<file path="src/rtl/keypad_scanner.sv">
// 4x4 active-low matrix keypad scanner with debounce; emits one key code pulse per press.
// Optional auto-repeat while a key is held is enabled by defining KEYPAD_REPEAT_EN.
module keypad_scanner #(
    parameter int SCAN_DIV     = 4,
    parameter int DEBOUNCE     = 3,
    parameter int REPEAT_TICKS = 64
) (
    input  logic       clk,
    input  logic       reset,
    input  logic [3:0] row_in,
    output logic [3:0] col_out,
    output logic [7:0] sel_item,
    output logic       key_valid,
    output logic       key_down
);

    localparam logic [1:0] ST_SCAN = 2'd0;
    localparam logic [1:0] ST_DEB  = 2'd1;
    localparam logic [1:0] ST_EMIT = 2'd2;
    localparam logic [1:0] ST_HOLD = 2'd3;

    localparam int DIV_W = $clog2(SCAN_DIV);
    localparam int CNT_W = $clog2(DEBOUNCE + 1);
    localparam logic [DIV_W-1:0] DIV_LAST = DIV_W'(SCAN_DIV - 1);
    localparam logic [DIV_W-1:0] DIV_ONE  = DIV_W'(1);
    localparam logic [CNT_W-1:0] DEB_MAX  = CNT_W'(DEBOUNCE);
    localparam logic [CNT_W-1:0] CNT_ONE  = CNT_W'(1);

`ifdef KEYPAD_REPEAT_EN
    localparam int REP_W = $clog2(REPEAT_TICKS + 1);
    localparam logic [REP_W-1:0] REP_MAX = REP_W'(REPEAT_TICKS);
    localparam logic [REP_W-1:0] REP_ONE = REP_W'(1);
`else
    localparam int unused_repeat_ticks = REPEAT_TICKS;
`endif

    // Exactly one row pulled low; zero or several low rows are treated as no key.
    function automatic logic single_low(input logic [3:0] rows);
        case (rows)
            4'b1110, 4'b1101, 4'b1011, 4'b0111: single_low = 1'b1;
            default:                            single_low = 1'b0;
        endcase
    endfunction

    function automatic logic [1:0] row_index(input logic [3:0] rows);
        case (rows)
            4'b1110: row_index = 2'd0;
            4'b1101: row_index = 2'd1;
            4'b1011: row_index = 2'd2;
            4'b0111: row_index = 2'd3;
            default: row_index = 2'd0;
        endcase
    endfunction

    function automatic logic [7:0] key_code(input logic [1:0] row, input logic [1:0] col);
        case ({row, col})
            4'h0: key_code = 8'hA1;
            4'h1: key_code = 8'hA2;
            4'h2: key_code = 8'hA3;
            4'h3: key_code = 8'hBA;
            4'h4: key_code = 8'hA4;
            4'h5: key_code = 8'hA5;
            4'h6: key_code = 8'hA6;
            4'h7: key_code = 8'hBB;
            4'h8: key_code = 8'hA7;
            4'h9: key_code = 8'hA8;
            4'hA: key_code = 8'hA9;
            4'hB: key_code = 8'h0F;
            4'hC: key_code = 8'h0D;
            4'hD: key_code = 8'hA0;
            4'hE: key_code = 8'h0E;
            4'hF: key_code = 8'hBD;
            default: key_code = 8'h00;
        endcase
    endfunction

    function automatic logic [3:0] col_drive(input logic [1:0] col);
        col_drive = ~(4'b0001 << col);
    endfunction

    logic [3:0]       sync1_r, sync2_r, rows_s;
    logic [DIV_W-1:0] div_cnt_r;
    logic             tick_s;
    logic [1:0]       state_r, state_nxt_s;
    logic [1:0]       col_idx_r, col_idx_nxt_s;
    logic [3:0]       row_lat_r, row_lat_nxt_s;
    logic [CNT_W-1:0] stab_cnt_r, stab_cnt_nxt_s, stab_inc_s;
    logic [CNT_W-1:0] rel_cnt_r, rel_cnt_nxt_s, rel_inc_s;
    logic [7:0]       code_s;
    logic [3:0]       col_out_r;
    logic [7:0]       sel_item_r;
    logic             key_valid_r, key_down_r;
`ifdef KEYPAD_REPEAT_EN
    logic [REP_W-1:0] rep_cnt_r, rep_cnt_nxt_s, rep_inc_s;
`endif

    assign rows_s     = sync2_r;
    assign tick_s     = (div_cnt_r == DIV_LAST);
    assign stab_inc_s = stab_cnt_r + CNT_ONE;
    assign rel_inc_s  = rel_cnt_r + CNT_ONE;
`ifdef KEYPAD_REPEAT_EN
    assign rep_inc_s  = rep_cnt_r + REP_ONE;
`endif

    // Two-flop synchroniser for the asynchronous row returns.
    always_ff @(posedge clk or negedge reset) begin
        if (!reset) begin
            sync1_r <= 4'hF;
            sync2_r <= 4'hF;
        end else begin
            sync1_r <= row_in;
            sync2_r <= sync1_r;
        end
    end

    // Sample-tick divider.
    always_ff @(posedge clk or negedge reset) begin
        if (!reset) begin
            div_cnt_r <= '0;
        end else if (tick_s) begin
            div_cnt_r <= '0;
        end else begin
            div_cnt_r <= div_cnt_r + DIV_ONE;
        end
    end

    // Scan / debounce / emit / hold next-state logic; all decisions happen on ticks.
    always_comb begin
        state_nxt_s    = state_r;
        col_idx_nxt_s  = col_idx_r;
        row_lat_nxt_s  = row_lat_r;
        stab_cnt_nxt_s = stab_cnt_r;
        rel_cnt_nxt_s  = rel_cnt_r;
`ifdef KEYPAD_REPEAT_EN
        rep_cnt_nxt_s  = rep_cnt_r;
`endif
        case (state_r)
            ST_SCAN: begin
                if (tick_s) begin
                    if (single_low(rows_s)) begin
                        row_lat_nxt_s  = rows_s;
                        stab_cnt_nxt_s = CNT_ONE;
                        state_nxt_s    = (CNT_ONE >= DEB_MAX) ? ST_EMIT : ST_DEB;
                    end else begin
                        col_idx_nxt_s = col_idx_r + 2'd1;
                    end
                end else begin
                    state_nxt_s = ST_SCAN;
                end
            end
            ST_DEB: begin
                if (tick_s) begin
                    if (rows_s == row_lat_r) begin
                        stab_cnt_nxt_s = stab_inc_s;
                        state_nxt_s    = (stab_inc_s >= DEB_MAX) ? ST_EMIT : ST_DEB;
                    end else begin
                        stab_cnt_nxt_s = '0;
                        col_idx_nxt_s  = col_idx_r + 2'd1;
                        state_nxt_s    = ST_SCAN;
                    end
                end else begin
                    state_nxt_s = ST_DEB;
                end
            end
            ST_EMIT: begin
                state_nxt_s   = ST_HOLD;
                rel_cnt_nxt_s = '0;
`ifdef KEYPAD_REPEAT_EN
                rep_cnt_nxt_s = '0;
`endif
            end
            ST_HOLD: begin
                if (tick_s) begin
                    if (rows_s == 4'hF) begin
                        if (rel_inc_s >= DEB_MAX) begin
                            rel_cnt_nxt_s = '0;
                            col_idx_nxt_s = col_idx_r + 2'd1;
                            state_nxt_s   = ST_SCAN;
                        end else begin
                            rel_cnt_nxt_s = rel_inc_s;
                        end
                    end else begin
                        rel_cnt_nxt_s = '0;
                    end
`ifdef KEYPAD_REPEAT_EN
                    // Re-emit while the latched key stays down; cancel is never repeated.
                    if (rows_s == row_lat_r) begin
                        if (rep_inc_s >= REP_MAX) begin
                            rep_cnt_nxt_s = '0;
                            if (key_code(row_index(row_lat_r), col_idx_r) != 8'h0F) begin
                                state_nxt_s = ST_EMIT;
                            end else begin
                                state_nxt_s = ST_HOLD;
                            end
                        end else begin
                            rep_cnt_nxt_s = rep_inc_s;
                        end
                    end else begin
                        rep_cnt_nxt_s = '0;
                    end
`endif
                end else begin
                    state_nxt_s = ST_HOLD;
                end
            end
            default: begin
                state_nxt_s   = ST_SCAN;
                col_idx_nxt_s = 2'd0;
            end
        endcase
    end

    assign code_s = key_code(row_index(row_lat_nxt_s), col_idx_nxt_s);

    // FSM state and working registers.
    always_ff @(posedge clk or negedge reset) begin
        if (!reset) begin
            state_r    <= ST_SCAN;
            col_idx_r  <= 2'd0;
            row_lat_r  <= 4'hF;
            stab_cnt_r <= '0;
            rel_cnt_r  <= '0;
`ifdef KEYPAD_REPEAT_EN
            rep_cnt_r  <= '0;
`endif
        end else begin
            state_r    <= state_nxt_s;
            col_idx_r  <= col_idx_nxt_s;
            row_lat_r  <= row_lat_nxt_s;
            stab_cnt_r <= stab_cnt_nxt_s;
            rel_cnt_r  <= rel_cnt_nxt_s;
`ifdef KEYPAD_REPEAT_EN
            rep_cnt_r  <= rep_cnt_nxt_s;
`endif
        end
    end

    // Outputs are loaded from next-state so they line up with the state they describe.
    always_ff @(posedge clk or negedge reset) begin
        if (!reset) begin
            col_out_r   <= 4'b1110;
            sel_item_r  <= 8'h00;
            key_valid_r <= 1'b0;
            key_down_r  <= 1'b0;
        end else begin
            col_out_r   <= col_drive(col_idx_nxt_s);
            sel_item_r  <= (state_nxt_s == ST_EMIT) ? code_s : 8'h00;
            key_valid_r <= (state_nxt_s == ST_EMIT);
            key_down_r  <= (state_nxt_s == ST_EMIT) || (state_nxt_s == ST_HOLD);
        end
    end

    assign col_out   = col_out_r;
    assign sel_item  = sel_item_r;
    assign key_valid = key_valid_r;
    assign key_down  = key_down_r;

endmodule

</file>
<file path="config.mk">
export PLATFORM = sky130hd
export DESIGN_NAME = keypad_scanner
export DESIGN_NICKNAME = d
export VERILOG_FILES = /design/src/rtl/keypad_scanner.sv
export SDC_FILE = /design/constraint.sdc
export NUM_CORES = 1
export LEC_CHECK = 0
export CAP_MARGIN = 10
export CORE_AREA = 8 8 74 124
export CTS_CLUSTER_SIZE = 30
export DETAILED_ROUTE_END_ITERATION = 8
export DIE_AREA = 0 0 82 132
export GPL_ROUTABILITY_DRIVEN = 0
export SLEW_MARGIN = 15
export SYNTH_ARGS = -nofsm -noshare
export SYNTH_HDL_FRONTEND = slang
export SYNTH_SLANG_ARGS = --single-unit
</file>
<file path="constraint.sdc">
create_clock -name clk -period 3.58 [get_ports clk]
set_input_delay 0.716 -clock clk [delete_from_list [all_inputs] [get_ports clk]]
set_output_delay 0.716 -clock clk [all_outputs]
set_load 0.02 [all_outputs]
</file>
# Yosys cells after proc, flatten, opt, wreduce, memory -nomap -nowiden
# Memory sizes are Yosys's and may differ from the RTL's.
# Cells that the tools add are included.
# totals
romBits	112
ramBits	0
n_memories	1
latch_bits	0
reg_bits	36
out_inout_bits	14
elab_cells	82
# mem_list
name	depth	word_bits	read_ports	rd_ports_with_merged_regs	wr	line_no	text
(no name shown)	16	7	1	0	0	56	case ({row, col})
# op_classes
mul	0
eq_ne	19
shift	1
n_bitwise	1
n_div	0
n_lt_le_gt_ge	2
n_reduce_logical	7
n_mux	35
add_sub_neg	4
# ops
operator	n
2-to-1 mux 2 bit	23
equality test 4 bit (second input constant)	6
2-to-1 mux 4 bit	3
one-hot mux 2 bit (3 select lines)	2
equality test 2 bit (second input constant)	5
adder 2 x 1 -> 2 bit (second input constant)	4
equality test 4 x 3 -> 1 bit (second input constant)	2
2-to-1 mux 8 bit	1
one-hot mux 2 bit (2 select lines)	2
one-hot mux 2 bit (4 select lines)	1
!= test 2 bit (second input constant)	3
equality test 4 bit	1
>= comparator 2 bit (second input constant)	2
inverter 4 bit	1
AND reduction 4 bit	1
nonzero test 2 bit	2
OR reduction 4 bit	1
<< shifter 1 x 2 -> 4 bit (first input constant)	1
2-to-1 mux 1 bit	3
equality test 2 x 1 -> 1 bit (second input constant)	1
logical NOT 2 bit	1
!= test 2 x 1 -> 1 bit (second input constant)	1
AND reduction 2 bit	1
logical OR 1 bit	1

# Depth between registers and ports, before layout
# An unclocked memory read counts as a cell.
# depth
word_depth	12
mapped_depth	12

# Worst setup path after synthesis
# OpenSTA, ideal clock, no wires.
# synth_timing
path_type	reg2reg
startpoint	register sync2_r[0] (netlist: rows_s[0])
endpoint	register sel_item_r[1] (netlist: sel_item[1])
period_less_slack_ns	2.810
required_ns	3.461
path_slack_ns	0.770
t_arrival_ns	2.691
stages_incl_launch_ff	11
cell_sequence	dfstp_2 -> clkbuf_1 -> buf_2 -> xnor2_1 -> nand4_1 -> a21oi_1 -> o21a_1 -> xor2_1 -> ha_1 -> mux4_2 -> and2_1
# synth_via
elab_chain_cells	12
elab_cells_between_ends	34
classes_between	10 x eq/ne; 22 x mux; 1 x reduce/logical; 1 x memory
# synth_lines
element	line_no	text
from (decl)	81	logic [3:0] sync1_r, sync2_r, rows_s;
from (signal assigned)	112	sync2_r <= sync1_r;
equality test 4 bit / equality test 4 x 3 -> 1 bit (equally long branches)	39	case (rows)
OR reduction 4 bit	39	
2-to-1 mux 1 bit	39	
2-to-1 mux 1 bit	139	if (tick_s) begin
2-to-1 mux 1 bit	137	case (state_r)
2-to-1 mux 4 bit	140	if (single_low(rows_s)) begin
2-to-1 mux 4 bit	139	
2-to-1 mux 4 bit	137	
equality test 4 x 3 -> 1 bit / equality test 4 bit (equally long branches)	46	case (rows)
one-hot mux 2 bit (3 select lines)	46	
memory read (16 x 7 bit)	--	
2-to-1 mux 8 bit *	247	sel_item_r <= (state_nxt_s == ST_EMIT) ? code_s : 8'h00;
to (signal assigned)	247	
to (decl)	91	logic [7:0] sel_item_r;
# Every way passes the cells marked *; elsewhere a longest branch is shown, timed or not. The select of a mux whose other input is x is not followed.
# A chain may end at the register's enable or synchronous reset.

# Final worst setup path
# layout_timing
startpoint	register sync2_r[0] (netlist: rows_s[0])
endpoint	register sel_item_r[2] (netlist: sel_item[2])
# layout_via
elab_cells_between_ends	34
classes_between	10 x eq/ne; 22 x mux; 1 x reduce/logical; 1 x memory
# layout_lines
element	line_no	text
equality test 4 bit / equality test 4 x 3 -> 1 bit (equally long branches)	39	
OR reduction 4 bit	39	
2-to-1 mux 1 bit	39	
2-to-1 mux 1 bit	139	
2-to-1 mux 1 bit	137	
2-to-1 mux 2 bit	140	
2-to-1 mux 2 bit	139	
one-hot mux 2 bit (3 select lines) *	137	
via col_idx_nxt_s[0]	85	logic [1:0] col_idx_r, col_idx_nxt_s;
memory read (16 x 7 bit) *	--	
2-to-1 mux 8 bit *	247	
# Mark *: on every way through the listed nets, which the timed path passes. The rest lies on a longest branch. The select of a mux whose other input is x is not followed.

==> impl_metrics.json <==
{
  "run_status": "completed",
  "seq_area_frac_synth": 0.485,
  "cts_sinks": 34,
  "top_level_ports": 20,
  "grt_pass1_vias": 1358,
  "worst_r2r_endpoint": "sel_item[2]",
  "route.final.wire_length_um": 3720,
  "cts_tree": "yes",
  "drv_cap": 0,
  "crit_required_ps": 3770,
  "report.final.setup_viol": 0,
  "dieArea_um2": 10800,
  "hold_path_depth": 0,
  "yosys.cell_types.count": 50,
  "timing.critical_path.slowest_cell_delay_ps": 700,
  "starting_utilization_of_the_core_area": 0.240,
  "worst_hold_path.endpoint": "rows_s[3]",
  "async_flop_share": 1.00,
  "synth_compound_gate_area_share": 0.146,
  "crit_path_start_kind": "register",
  "synth-edff-count": 0,
  "placedCellCount": 267,
  "yosys.area_share.adder": 0.0614,
  "clock_insertion_delay_worst_skew_ps": 280,
  "synth.cell_area_um2": 1790,
  "worstSetupPathDepth": 9,
  "route.detailed.drc": 0,
  "synthCells": 171,
  "synth_top_cells_by_area": "sky130_fd_sc_hd__dfrtp_1 (27%), sky130_fd_sc_hd__dfstp_2 (22%), sky130_fd_sc_hd__ha_1 (5.6%), sky130_fd_sc_hd__xnor2_1 (3.4%), sky130_fd_sc_hd__inv_1 (3.1%)",
  "yosysWarningCount": 0,
  "avgViaCountPerCell": 4.60,
  "clk_pin_slew_ps": 50,
  "port_buffers": 18,
  "ff2ff_path_depth": 9,
  "cts_root_buf": "sky130_fd_sc_hd__clkbuf_16",
  "max_clock_freq_mhz": 333,
  "drt_initial_violations": 27,
  "grt_first_pass_wirelength_um": 6450,
  "period_share": 0.838,
  "timing.critical_path.slowest_stage_cell": "sky130_fd_sc_hd__dfstp_2",
  "routedWlPerCell_um": 13.5,
  "hold_start": "sync1_r[3]",
  "static-leakage-power_nw": 0.917,
  "crit_path_cell_trace": "xnor2_1 -> o2111a_1 -> a21oi_1 -> o21a_1 -> xor2_1 -> inv_1 -> ha_1 -> or3_1 -> a31oi_1",
  "synth.area.mux_share": 0.0244,
  "layout-drive-gt1-share": 0.160,
  "prevailing_post_synth_register_cell": "sky130_fd_sc_hd__dfrtp_1",
  "layoutNonFillerInstCount": 275,
  "cts_inserted_buffers": 5,
  "antennaDiodeCount": 0,
  "worst-endpoint-arrival_ps": 3180,
  "setup.worst_path.end_class": "register",
  "antenna_violations_before_repair": 0,
  "drt_pre_antenna_iters": 4,
  "area_post_placement_um2": 2030,
  "grt_start_max_net_pins": 35,
  "total_number_of_vias": 1265,
  "final_net_count": 200,
  "grt_setup_unrepaired": "no",
  "worst_r2r_startpoint": "rows_s[0]",
  "yosysTopAreaCell": "sky130_fd_sc_hd__dfrtp_1",
  "cts_resized": 0,
  "hold_buffers": 0,
  "final_antenna_net_count": 0,
  "fin_tns_setup_ps": 0,
  "yosys.area_share.simple": 0.168,
  "irDropWorstVdd_v": 0.000285,
  "ctsLongestPathBuffers": 2,
  "worstSetupPathType": "reg2reg",
  "fp.dieH_um": 132,
  "track_usage": 0.0769,
  "cp_top_family": "compound AO/OA/AOI/OAI gates",
  "syn_avg_cell_area_um2": 10.5,
  "area_growth_from_synthesis_to_layout_pct": 20.9,
  "cp.buffers_inverters": 1,
  "finalHoldViolCount": 0,
  "crit_path_max_fanout": 16,
  "synth_top_area_share": 0.265,
  "number_of_setup_buffers_added_after_cts": 0,
  "clock_tree.htree_level_count": 2,
  "ys_ff_latch": 34,
  "pwr_density_cell_nw_per_um2": 606,
  "place.detailed.hpwl_um": 2770,
  "rows": 42,
  "overflow": 0,
  "synthXorXnorAreaFrac": 0.0488,
  "design.core.area_um2": 7460,
  "timing.reg2reg.setup_slack_ps": 580,
  "fin_clk_skew_ps": 7.07,
  "synth_fp_nets": 185,
  "post-route-min-period_ps": 3000,
  "hp-class": "reg2reg",
  "maxSlewViolCount": 0,
  "combinational_family_with_the_most_area_after_synthesis": "simple AND/OR/NAND/NOR gates",
  "die-width_um": 82,
  "post-route-cell-area_um2": 2170
}
==> worst max path at each step <==
| stage | startpoint | to | slack, ps |
|---|---|---|---|
| final | rows_s[0] | sel_item[2] | 580 |
| after global routing | rows_s[0] | sel_item[2] | 310 |
| after CTS | rows_s[0] | sel_item[2] | 520 |
| after detailed placement | rows_s[0] | sel_item[2] | 540 |
| after global placement | rows_s[0] | sel_item[2] | 530 |
| after floorplan | rows_s[0] | sel_item[1] | 770 |
==> power by group <==
group / internal (mW) / leakage, nW / switching, mW
clock: 0.258 / 0.0652 / 0.145
sequential: 0.474 / 0.408 / 0.0688
combinational: 0.170 / 0.444 / 0.200
==> per-stage QoR <==
stage	power (mW)	hold WS, ps	utilization	setup WS, ps
final	1.31	354	0.291	581
after global routing	1.40	360	0.291	313
after CTS	1.33	355	0.291	519
after detailed placement	0.923	349	0.272	544
after global placement	0.919	347	0.272	530
after floorplan	0.803	345	-	770
==> sequential cells by signal (all words and copies together) (netlist names), 4 cells and up <==
register and flops:
col_out 4, row_lat_r 4, rows_s 4, sel_item 6
sync1_r 4
==> worst reg2reg max path: stages (launching register included) <==
cell	delay (ps)
sky130_fd_sc_hd__dfstp_2	700
sky130_fd_sc_hd__xnor2_1	190
sky130_fd_sc_hd__o2111a_1	330
sky130_fd_sc_hd__a21oi_1	60
sky130_fd_sc_hd__o21a_1	190
sky130_fd_sc_hd__xor2_1	370
sky130_fd_sc_hd__inv_1	220
sky130_fd_sc_hd__ha_1	280
sky130_fd_sc_hd__or3_1	380
sky130_fd_sc_hd__a31oi_1	200
==> cells in the final DEF (no fill, tap or decap), types with 3 or more instances in the layout <==
master                            Yosys  final
sky130_fd_sc_hd__dfrtp_1             19     19
sky130_fd_sc_hd__clkdlybuf4s50_1      0     18
sky130_fd_sc_hd__inv_1               15     15
sky130_fd_sc_hd__dfstp_2             15     15
sky130_fd_sc_hd__nand2_1             13     13
sky130_fd_sc_hd__a21oi_1             10     10
sky130_fd_sc_hd__o21ai_0              9      9
sky130_fd_sc_hd__ha_1                 8      8
sky130_fd_sc_hd__xnor2_1              7      7
sky130_fd_sc_hd__nand3_1              7      7
sky130_fd_sc_hd__nor2_1               7      7
sky130_fd_sc_hd__clkbuf_16            0      5
sky130_fd_sc_hd__nand4_1              3      3
sky130_fd_sc_hd__nor3_1               3      3
sky130_fd_sc_hd__xor2_1               3      3
sky130_fd_sc_hd__and3_1               3      3
sky130_fd_sc_hd__clkbuf_1             6      3
==> Yosys cell counts (2+ instances only) <==
cell and instances:
sky130_fd_sc_hd__ha_1 8, sky130_fd_sc_hd__o211a_1 2, sky130_fd_sc_hd__nand2b_1 2, sky130_fd_sc_hd__nand2_1 13
sky130_fd_sc_hd__buf_4 2, sky130_fd_sc_hd__o22ai_1 2, sky130_fd_sc_hd__and3_1 3, sky130_fd_sc_hd__a21oi_1 10
sky130_fd_sc_hd__a31oi_1 2, sky130_fd_sc_hd__dfrtp_1 19, sky130_fd_sc_hd__or3_1 2, sky130_fd_sc_hd__nand3_1 7
sky130_fd_sc_hd__nand4_1 3, sky130_fd_sc_hd__nor2_1 7, sky130_fd_sc_hd__nor3_1 3, sky130_fd_sc_hd__nand4b_1 2
sky130_fd_sc_hd__inv_1 15, sky130_fd_sc_hd__buf_2 2, sky130_fd_sc_hd__clkbuf_1 6, sky130_fd_sc_hd__xnor2_1 7
sky130_fd_sc_hd__dfstp_2 15, sky130_fd_sc_hd__xor2_1 3, sky130_fd_sc_hd__o21ai_0 9
==> per-layer routing <==
layer	vias to the layer above	global-route usage	part of all wire
met2	27	0.128	0.57
met1	610	0.0777	0.35
met3	10	0.0150	0.030
met5	-	0	0
met4	0	0.0639	0.043
li1	618	-	-
==> cells by family (layout without fill, tap and decap cells) <==
logic type	count (synthesis)	count (layout)
mux	3	3
other cells	1	1
xor+xnor	10	10
buf+inv	26	42
compound gates	37	37
flops	34	34
fa+ha+maj	9	9
simple gates	51	51
==> layout make-up <==
class	count	area, um^2
clock buffers	8	136
well taps	88	110
fillers	822	5290
flip-flops and latches	34	870
inverters	15	56.3
repair buffers	19	188
multi-input cells	111	808
Power figures use the tool's default switching activity.
